[config.mk]
export PLATFORM = sky130hd
export DESIGN_NAME = muldiv_sequencer
export DESIGN_NICKNAME = d
export VERILOG_FILES = /design/src/rtl/muldiv_sequencer_pkg.sv /design/src/rtl/muldiv_iter_datapath.sv /design/src/rtl/muldiv_sequencer.sv
export SDC_FILE = /design/constraint.sdc
export NUM_CORES = 1
export LEC_CHECK = 0
export CAP_MARGIN = 20
export CORE_MARGIN = 1
export CORE_UTILIZATION = 55
export CTS_BUF_LIST = sky130_fd_sc_hd__clkbuf_8
export DETAILED_ROUTE_END_ITERATION = 7
export DONT_BUFFER_PORTS = 1
export PLACE_DENSITY = 0.73
export SYNTH_ARGS = -nofsm -noshare
export SYNTH_HDL_FRONTEND = slang
export SYNTH_SLANG_ARGS = --single-unit
[constraint.sdc]
create_clock -name clock -period 5.7 [get_ports clock]
set_input_delay 1.14 -clock clock [delete_from_list [all_inputs] [get_ports clock]]
set_output_delay 1.14 -clock clock [all_outputs]
set_load 0.005 [all_outputs]
[src/rtl/muldiv_sequencer_pkg.sv]
// ---------------------------------------------------------------------------
// muldiv_sequencer_pkg
// Shared definitions for the RV32M multiply/divide sequencer: operand width,
// iteration counter width, the ALU function codes of the M extension, the
// sequencer state type and small decode helpers used by both the control
// FSM and the iterative datapath.
// ---------------------------------------------------------------------------
package muldiv_sequencer_pkg;

   localparam int XLEN  = 32;
   localparam int CNT_W = 6;

   // M-extension function codes as produced by ALU control; they form one
   // contiguous range so membership is a simple range compare.
   localparam logic [4:0] ALU_MUL    = 5'd16;
   localparam logic [4:0] ALU_MULH   = 5'd17;
   localparam logic [4:0] ALU_MULHSU = 5'd18;
   localparam logic [4:0] ALU_MULHU  = 5'd19;
   localparam logic [4:0] ALU_DIV    = 5'd20;
   localparam logic [4:0] ALU_DIVU   = 5'd21;
   localparam logic [4:0] ALU_REM    = 5'd22;
   localparam logic [4:0] ALU_REMU   = 5'd23;

   typedef enum logic [1:0] {
      STATE_IDLE = 2'd0,
      STATE_CALC = 2'd1,
      STATE_DONE = 2'd2
   } seqState_t;

   // True for any function this sequencer handles.
   function automatic logic isMulDiv(input logic [4:0] func);
      return (func >= ALU_MUL) && (func <= ALU_REMU);
   endfunction

   // True for DIV/DIVU/REM/REMU.
   function automatic logic isDivide(input logic [4:0] func);
      return (func >= ALU_DIV) && (func <= ALU_REMU);
   endfunction

   // rs1 is treated as signed by MUL, MULH, MULHSU, DIV and REM.
   function automatic logic operandASigned(input logic [4:0] func);
      return (func == ALU_MUL) || (func == ALU_MULH) || (func == ALU_MULHSU) ||
             (func == ALU_DIV) || (func == ALU_REM);
   endfunction

   // rs2 is signed only for MUL, MULH, DIV and REM (MULHSU takes it unsigned).
   function automatic logic operandBSigned(input logic [4:0] func);
      return (func == ALU_MUL) || (func == ALU_MULH) ||
             (func == ALU_DIV) || (func == ALU_REM);
   endfunction

endpackage

[src/rtl/muldiv_iter_datapath.sv]
// ---------------------------------------------------------------------------
// muldiv_iter_datapath
// Iterative shift-add multiplier / restoring divider working on operand
// magnitudes, with sign fix-up on the way out.
//   clock       in   core clock
//   reset       in   synchronous active-high reset
//   load        in   capture function code, signs and magnitudes of operands
//   step        in   perform one multiply or divide iteration
//   aluFunction in   M-extension function code (sampled on load)
//   operandA    in   rs1 value (sampled on load)
//   operandB    in   rs2 value (sampled on load)
//   resultNext  out  signed/selected result as it will be after this step
// ---------------------------------------------------------------------------
module muldiv_iter_datapath
   import muldiv_sequencer_pkg::*;
(
   input  logic            clock,
   input  logic            reset,
   input  logic            load,
   input  logic            step,
   input  logic [4:0]      aluFunction,
   input  logic [XLEN-1:0] operandA,
   input  logic [XLEN-1:0] operandB,
   output logic [XLEN-1:0] resultNext
);

   logic [4:0]        funcReg;
   logic              negA;
   logic              negB;
   logic [XLEN-1:0]   factorReg;
   logic [2*XLEN-1:0] workReg;

   logic              loadNegA;
   logic              loadNegB;
   logic [XLEN-1:0]   magA;
   logic [XLEN-1:0]   magB;

   logic [XLEN:0]     mulSum;
   logic [2*XLEN-1:0] mulNext;
   logic [XLEN:0]     remShift;
   logic [XLEN:0]     trialDiff;
   logic              quoBit;
   logic [XLEN-1:0]   remNew;
   logic [2*XLEN-1:0] divNext;
   logic [2*XLEN-1:0] stepped;
   logic [2*XLEN-1:0] productFinal;
   logic [XLEN-1:0]   quoFinal;
   logic [XLEN-1:0]   remFinal;

   // Operand preparation: an operand counts as negative only when its
   // function treats it as signed and its top bit is set; the iteration
   // itself always runs on unsigned magnitudes.
   always_comb begin
      loadNegA = operandASigned(aluFunction) & operandA[XLEN-1];
      loadNegB = operandBSigned(aluFunction) & operandB[XLEN-1];
      magA     = loadNegA ? -operandA : operandA;
      magB     = loadNegB ? -operandB : operandB;
   end

   // One iteration of either algorithm, sharing the same 2*XLEN work
   // register. Multiply keeps {partial product, multiplier} and shifts right,
   // adding the multiplicand when the low multiplier bit is set. Divide keeps
   // {remainder, dividend/quotient} and shifts left, trying a subtract of the
   // divisor; because the remainder is always below the divisor, the trial
   // difference fits in XLEN+1 bits and its top bit is the borrow.
   always_comb begin
      mulSum    = {1'b0, workReg[2*XLEN-1:XLEN]} +
                  {1'b0, (workReg[0] ? factorReg : {XLEN{1'b0}})};
      mulNext   = {mulSum, workReg[XLEN-1:1]};
      remShift  = {workReg[2*XLEN-1:XLEN], workReg[XLEN-1]};
      trialDiff = remShift - {1'b0, factorReg};
      quoBit    = ~trialDiff[XLEN];
      remNew    = quoBit ? trialDiff[XLEN-1:0] : remShift[XLEN-1:0];
      divNext   = {remNew, workReg[XLEN-2:0], quoBit};
      stepped   = isDivide(funcReg) ? divNext : mulNext;
   end

   // Sign fix-up and result selection computed from the post-step value so
   // the controller can register the final answer on the same edge as the
   // last iteration. The remainder follows the dividend's sign.
   always_comb begin
      productFinal = (negA ^ negB) ? -stepped : stepped;
      quoFinal     = (negA ^ negB) ? -stepped[XLEN-1:0] : stepped[XLEN-1:0];
      remFinal     = negA ? -stepped[2*XLEN-1:XLEN] : stepped[2*XLEN-1:XLEN];
      case (funcReg)
         ALU_MUL:                        resultNext = productFinal[XLEN-1:0];
         ALU_MULH, ALU_MULHSU, ALU_MULHU: resultNext = productFinal[2*XLEN-1:XLEN];
         ALU_DIV, ALU_DIVU:              resultNext = quoFinal;
         default:                        resultNext = remFinal;
      endcase
   end

   // Load captures the operation and magnitudes; the low half of the work
   // register starts as the multiplier or the dividend.
   always_ff @(posedge clock) begin
      if (reset) begin
         funcReg   <= 5'd0;
         negA      <= 1'b0;
         negB      <= 1'b0;
         factorReg <= '0;
         workReg   <= '0;
      end else if (load) begin
         funcReg   <= aluFunction;
         negA      <= loadNegA;
         negB      <= loadNegB;
         factorReg <= magB;
         workReg   <= {{XLEN{1'b0}}, magA};
      end else if (step) begin
         workReg   <= stepped;
      end
   end

endmodule

[src/rtl/muldiv_sequencer.sv]
// ---------------------------------------------------------------------------
// muldiv_sequencer
// Multi-cycle controller for RV32M. Accepts an M-extension op from EX,
// stalls the core for the 32 iterations of the datapath (or one cycle for
// divide-by-zero / signed overflow), then pulses done with the result.
//   clock        in   core clock
//   reset        in   synchronous active-high reset
//   start        in   EX holds an M op; kept high while stall is high
//   flush        in   synchronous abort, wins over start
//   alu_function in   function code, sampled on accept
//   operand_a    in   rs1, sampled on accept
//   operand_b    in   rs2, sampled on accept
//   stall        out  hold PC/IF/ID/EX
//   done         out  one-cycle result-valid pulse
//   result       out  last result, held until the next completion
// ---------------------------------------------------------------------------
module muldiv_sequencer
   import muldiv_sequencer_pkg::*;
(
   input  logic            clock,
   input  logic            reset,
   input  logic            start,
   input  logic            flush,
   input  logic [4:0]      alu_function,
   input  logic [XLEN-1:0] operand_a,
   input  logic [XLEN-1:0] operand_b,
   output logic            stall,
   output logic            done,
   output logic [XLEN-1:0] result
);

   seqState_t        state;
   logic [CNT_W-1:0] counter;
   logic             accept;
   logic             divByZero;
   logic             divOverflow;
   logic             special;
   logic [XLEN-1:0]  specialValue;
   logic             lastStep;
   logic [XLEN-1:0]  dpResult;

   // Accept and stall decode. Reset and flush suppress acceptance so an
   // aborted cycle never starts an operation. Stall drops in DONE so the
   // retiring instruction leaves EX that very cycle.
   always_comb begin
      accept   = (state == STATE_IDLE) && start && isMulDiv(alu_function) &&
                 !flush && !reset;
      stall    = accept || (state == STATE_CALC);
      lastStep = (state == STATE_CALC) && (counter == CNT_W'(XLEN - 1));
   end

   // Cases whose answer is fixed by the ISA and skip iteration entirely:
   // divide by zero gives all ones / the dividend, and the signed overflow
   // case gives the most negative value / zero.
   always_comb begin
      divByZero    = isDivide(alu_function) && (operand_b == '0);
      divOverflow  = ((alu_function == ALU_DIV) || (alu_function == ALU_REM)) &&
                     (operand_a == {1'b1, {(XLEN-1){1'b0}}}) &&
                     (operand_b == {XLEN{1'b1}});
      special      = divByZero || divOverflow;
      specialValue = operand_a;
      if (divByZero) begin
         if ((alu_function == ALU_DIV) || (alu_function == ALU_DIVU))
            specialValue = {XLEN{1'b1}};
      end else if (alu_function == ALU_REM) begin
         specialValue = '0;
      end
   end

   muldiv_iter_datapath datapath (
      .clock       (clock),
      .reset       (reset),
      .load        (accept),
      .step        (state == STATE_CALC),
      .aluFunction (alu_function),
      .operandA    (operand_a),
      .operandB    (operand_b),
      .resultNext  (dpResult)
   );

   // Sequencer FSM. The counter tracks completed iterations: the step taken
   // while it reads XLEN-1 is the last one, so the result is registered on
   // that edge and the counter comes to rest at XLEN. Result and done only
   // change on DONE entry; flush returns to IDLE leaving result untouched.
   always_ff @(posedge clock) begin
      if (reset) begin
         state   <= STATE_IDLE;
         counter <= '0;
         result  <= '0;
         done    <= 1'b0;
      end else if (flush) begin
         state   <= STATE_IDLE;
         counter <= '0;
         done    <= 1'b0;
      end else begin
         done <= 1'b0;
         case (state)
            STATE_IDLE: begin
               if (accept) begin
                  counter <= '0;
                  if (special) begin
                     state  <= STATE_DONE;
                     result <= specialValue;
                     done   <= 1'b1;
                  end else begin
                     state  <= STATE_CALC;
                  end
               end
            end
            STATE_CALC: begin
               if (counter != CNT_W'(XLEN))
                  counter <= counter + CNT_W'(1);
               if (lastStep) begin
                  state  <= STATE_DONE;
                  result <= dpResult;
                  done   <= 1'b1;
               end
            end
            STATE_DONE: begin
               state <= STATE_IDLE;
            end
            default: begin
               state <= STATE_IDLE;
            end
         endcase
      end
   end

endmodule

==> metrics, run 1 <==
status finished clean; Routed Antenna Nets 0; DRC errors left 0; power density over the cells 159 mW/mm2; post-CTS setup buffers 0; Synth cell types 87; Cell Rows 61; Post-synth EDFFs 0; vias in the first global route 16,200; Die H 172 um; Mapped Area 0.0158 mm2; IO Count 107; final setup violation count 0; dpl cells 2,611; NumNets Final 2,398; min-delay src datapath.factorReg[31]; slew at the pin with the worst max-slew slack 1.09 ns; Slew Limit Fails 0; Setup Slack @ Placement 0.187 ns; critical path fanouts, max 8; setup ws final 0.294 ns; H-tree Lvls 4; Ys Warns 0; Setup TNS 0 ns; #FFs+latches synth 144; Period minus WS final 5.41 ns; GP Congestion 1.01; Mapped Avg Cell Area 6.91 um2; CTS Buffer Depth 2; Worst Skew 0.0269 ns; DIE WIDTH 172 um; total global-route track usage 44.1%; Hold Path Class reg2reg; initial antenna violation count 1; die area 0.0294 mm2; Hold-fix buffers, CTS 0; worst r2r src datapath.factorReg[21]; routed len/inst 24.8 um; fmax 185 MHz; Tcrit/Tclk final 94.8%; drt first pass iters 6; main flop type after synthesis dfxtp_1; synthesized instance count 2,289; Area Overhead vs Synth 6.93%; initial core utilization 56.4%; Core Util, Final 60.3%; crit start category register; Hold Slack 0.478 ns; layout cell share with drive strength beyond 1 7.46%; TritonCTS clock tree done; port bufs 0; maxcap violations 0; Synth async-reset ratio 0%; largest net degree at the start of global routing 104; signal arrival time at the worst endpoint 5.83 ns; Worst-Skew Late Latency 0.51 ns; clk slew on worst S/H paths 0.09 ns; Num CTS Buffers 17; root buffer selected by CTS clkbuf_8; number of inserted diodes 0; syn nets 2,435; Post-Layout Cell Count 2,643; CP Launch Point datapath.factorReg[21]; via count 18,300; HPWL after DPL 50.1 mm; vias per inst 6.94; P_leak 6.48 nW; CP required 6.12 ns; first-pass GRT wire length 97.7 mm; Core Area 0.0280 mm2; Setup CP Type reg2reg; Final Hold Viols 0; Iteration-0 DRC Markers 2,563; worst vdd ir 0.131 mV; # clock sinks 144; Crit. End Element register; Slew HR 27.4%; GR Overflow Total 0; Total Wirelength 65.6 mm; Seq/Total Area, Yosys 18.2%
## final cells by class
cell class                      count  area [um2]
Clock inverter                     15         198
Multi-Input combinational cell   1941       12200
Fill cell                        2728       11100
Inverter                           66         248
Tap cell                          378         473
Timing Repair Buffer               82         641
Sequential cell                   144        2880
Clock buffer                       17         234
## routing by layer
layer  track usage, %  share of wire, %  vias up
met3             12.7                13      189
met1             61.4                42     8630
li1                 -                 -     8310
met2             63.1                41     1200
met5                0             0.027        -
met4             17.6               4.3        2
## report_power, final
group,switching [W],total [W],internal [W]
clock network,0.000515,0.000963,0.000448
logic,0.000445,0.000686,0.000242
registers,0.0000187,0.00104,0.00102
total,0.000978,0.00269,0.00171
## kinds of logic (layout without fill, tap and decap cells)
kind of cell,after synthesis,after routing,share of synthesized area (%)
compound gates,726,726,29.4
xor+xnor,186,186,10.4
fa+ha+maj,73,73,5.87
buf+inv,204,180,5.00
flops,144,144,18.2
mux,65,65,4.25
simple gates,891,891,26.8
## per-stage QoR
| step | power (W) | area (um2) |
|---|---|---|
| finish | 0.00269 | 16900 |
| global route | 0.00277 | 16900 |
| CTS | 0.00265 | 16900 |
| detailed placement | 0.00172 | 16400 |
| global placement | 0.00171 | 16400 |
| floorplan | 0.00153 | 15800 |
## cell usage after synthesis, types with 7 or more instances
library cell,count,area [um2]
nand2_1,237,890
o21ai_0,119,596
nand3b_1,7,52.6
or4_1,12,90.1
a311oi_1,8,70.1
o221ai_1,13,114
a31oi_1,40,250
a221oi_1,14,123
or3_1,21,131
nor3b_1,8,60.1
inv_1,65,244
mux2_2,11,124
or2_2,7,43.8
a41oi_1,7,61.3
xor2_1,82,718
nor2_1,286,1070
nor3_1,73,365
mux2i_1,52,521
o2111ai_1,8,70.1
and3_1,23,144
a211oi_1,104,781
and2_1,49,307
a21oi_1,220,1100
o211ai_1,32,240
o31ai_1,15,113
buf_1,13,48.8
ha_1,71,888
nand4_1,26,163
o21a_1,8,60.1
a21o_1,30,225
o41ai_1,8,70.1
a211o_1,7,61.3
o21ai_1,27,135
nand2b_1,16,100
nand3_1,56,280
xnor2_1,103,902
nor4_1,36,225
clkbuf_1,117,439
dfxtp_1,144,2880
## flip-flops by register name, indices dropped and copies added, names as in the netlist
signal              flops
done                    1
state                   2
counter                 6
result                 32
datapath.factorReg     32
datapath.funcReg        5
datapath.negA           1
datapath.workReg       64
datapath.negB           1
## final timing paths
| check | to | cells past startpoint | slack, ns |
|---|---|---|---|
| worst max-delay path | result[4] | 20 | 0.29 |
| worst min-delay path | datapath.factorReg[31] | 2 | 0.48 |
| worst min register to register | datapath.factorReg[31] | 2 | 0.48 |
| worst max register to register | result[4] | 20 | 0.29 |
## critical path: stages (launching register included)
cell and delay [ns]:
dfxtp_1 0.36, inv_1 0.05, ha_1 0.41, nand2_1 0.19, nor4_1 0.41, and3_1 0.37
a21oi_2 0.13, xnor2_2 0.19, nor2_1 0.11, a21oi_2 0.18, ha_2 0.23, nand2_1 0.11
or4_4 0.55, or4_1 0.55, nor2_1 0.21, nand2_1 0.14, o31ai_1 0.36, xor2_1 0.12
o221ai_1 0.18, o2111ai_1 0.23, a31oi_1 0.24
## cells in the final DEF, fill, tap and decap left out, types with 21 or more instances in the layout
cell	instances
a21o_1	30
xor2_1	81
nor3_1	72
ha_1	70
nand3_1	56
o21ai_0	119
dfxtp_1	144
buf_4	80
or3_1	21
nand2_1	237
nand4_1	26
a211oi_1	103
nor4_1	34
nor2_1	286
o21ai_1	27
xnor2_1	101
o211ai_1	32
mux2i_1	52
inv_1	65
a21oi_1	217
and2_1	49
and3_1	23
a31oi_1	40
## what timing repair did
action | 4_1_cts | 5_1_grt
resized for setup | 0 | 7
endpoints found under the hold margin | 0 | 0
endpoints found under the setup margin | 0 | 5
(Power assumes the default switching activity.)
==> run 2: changes to the inputs <==
--- a/config.mk
+++ b/config.mk
@@ -6,7 +6,6 @@
 export NUM_CORES = 1
 export LEC_CHECK = 0
 export CAP_MARGIN = 20
-export CORE_MARGIN = 1
 export CORE_UTILIZATION = 55
 export CTS_BUF_LIST = sky130_fd_sc_hd__clkbuf_8
 export DETAILED_ROUTE_END_ITERATION = 7
==> results of run 2 <==
No change in the layout: final DEF, timing and power equal those of run 1.
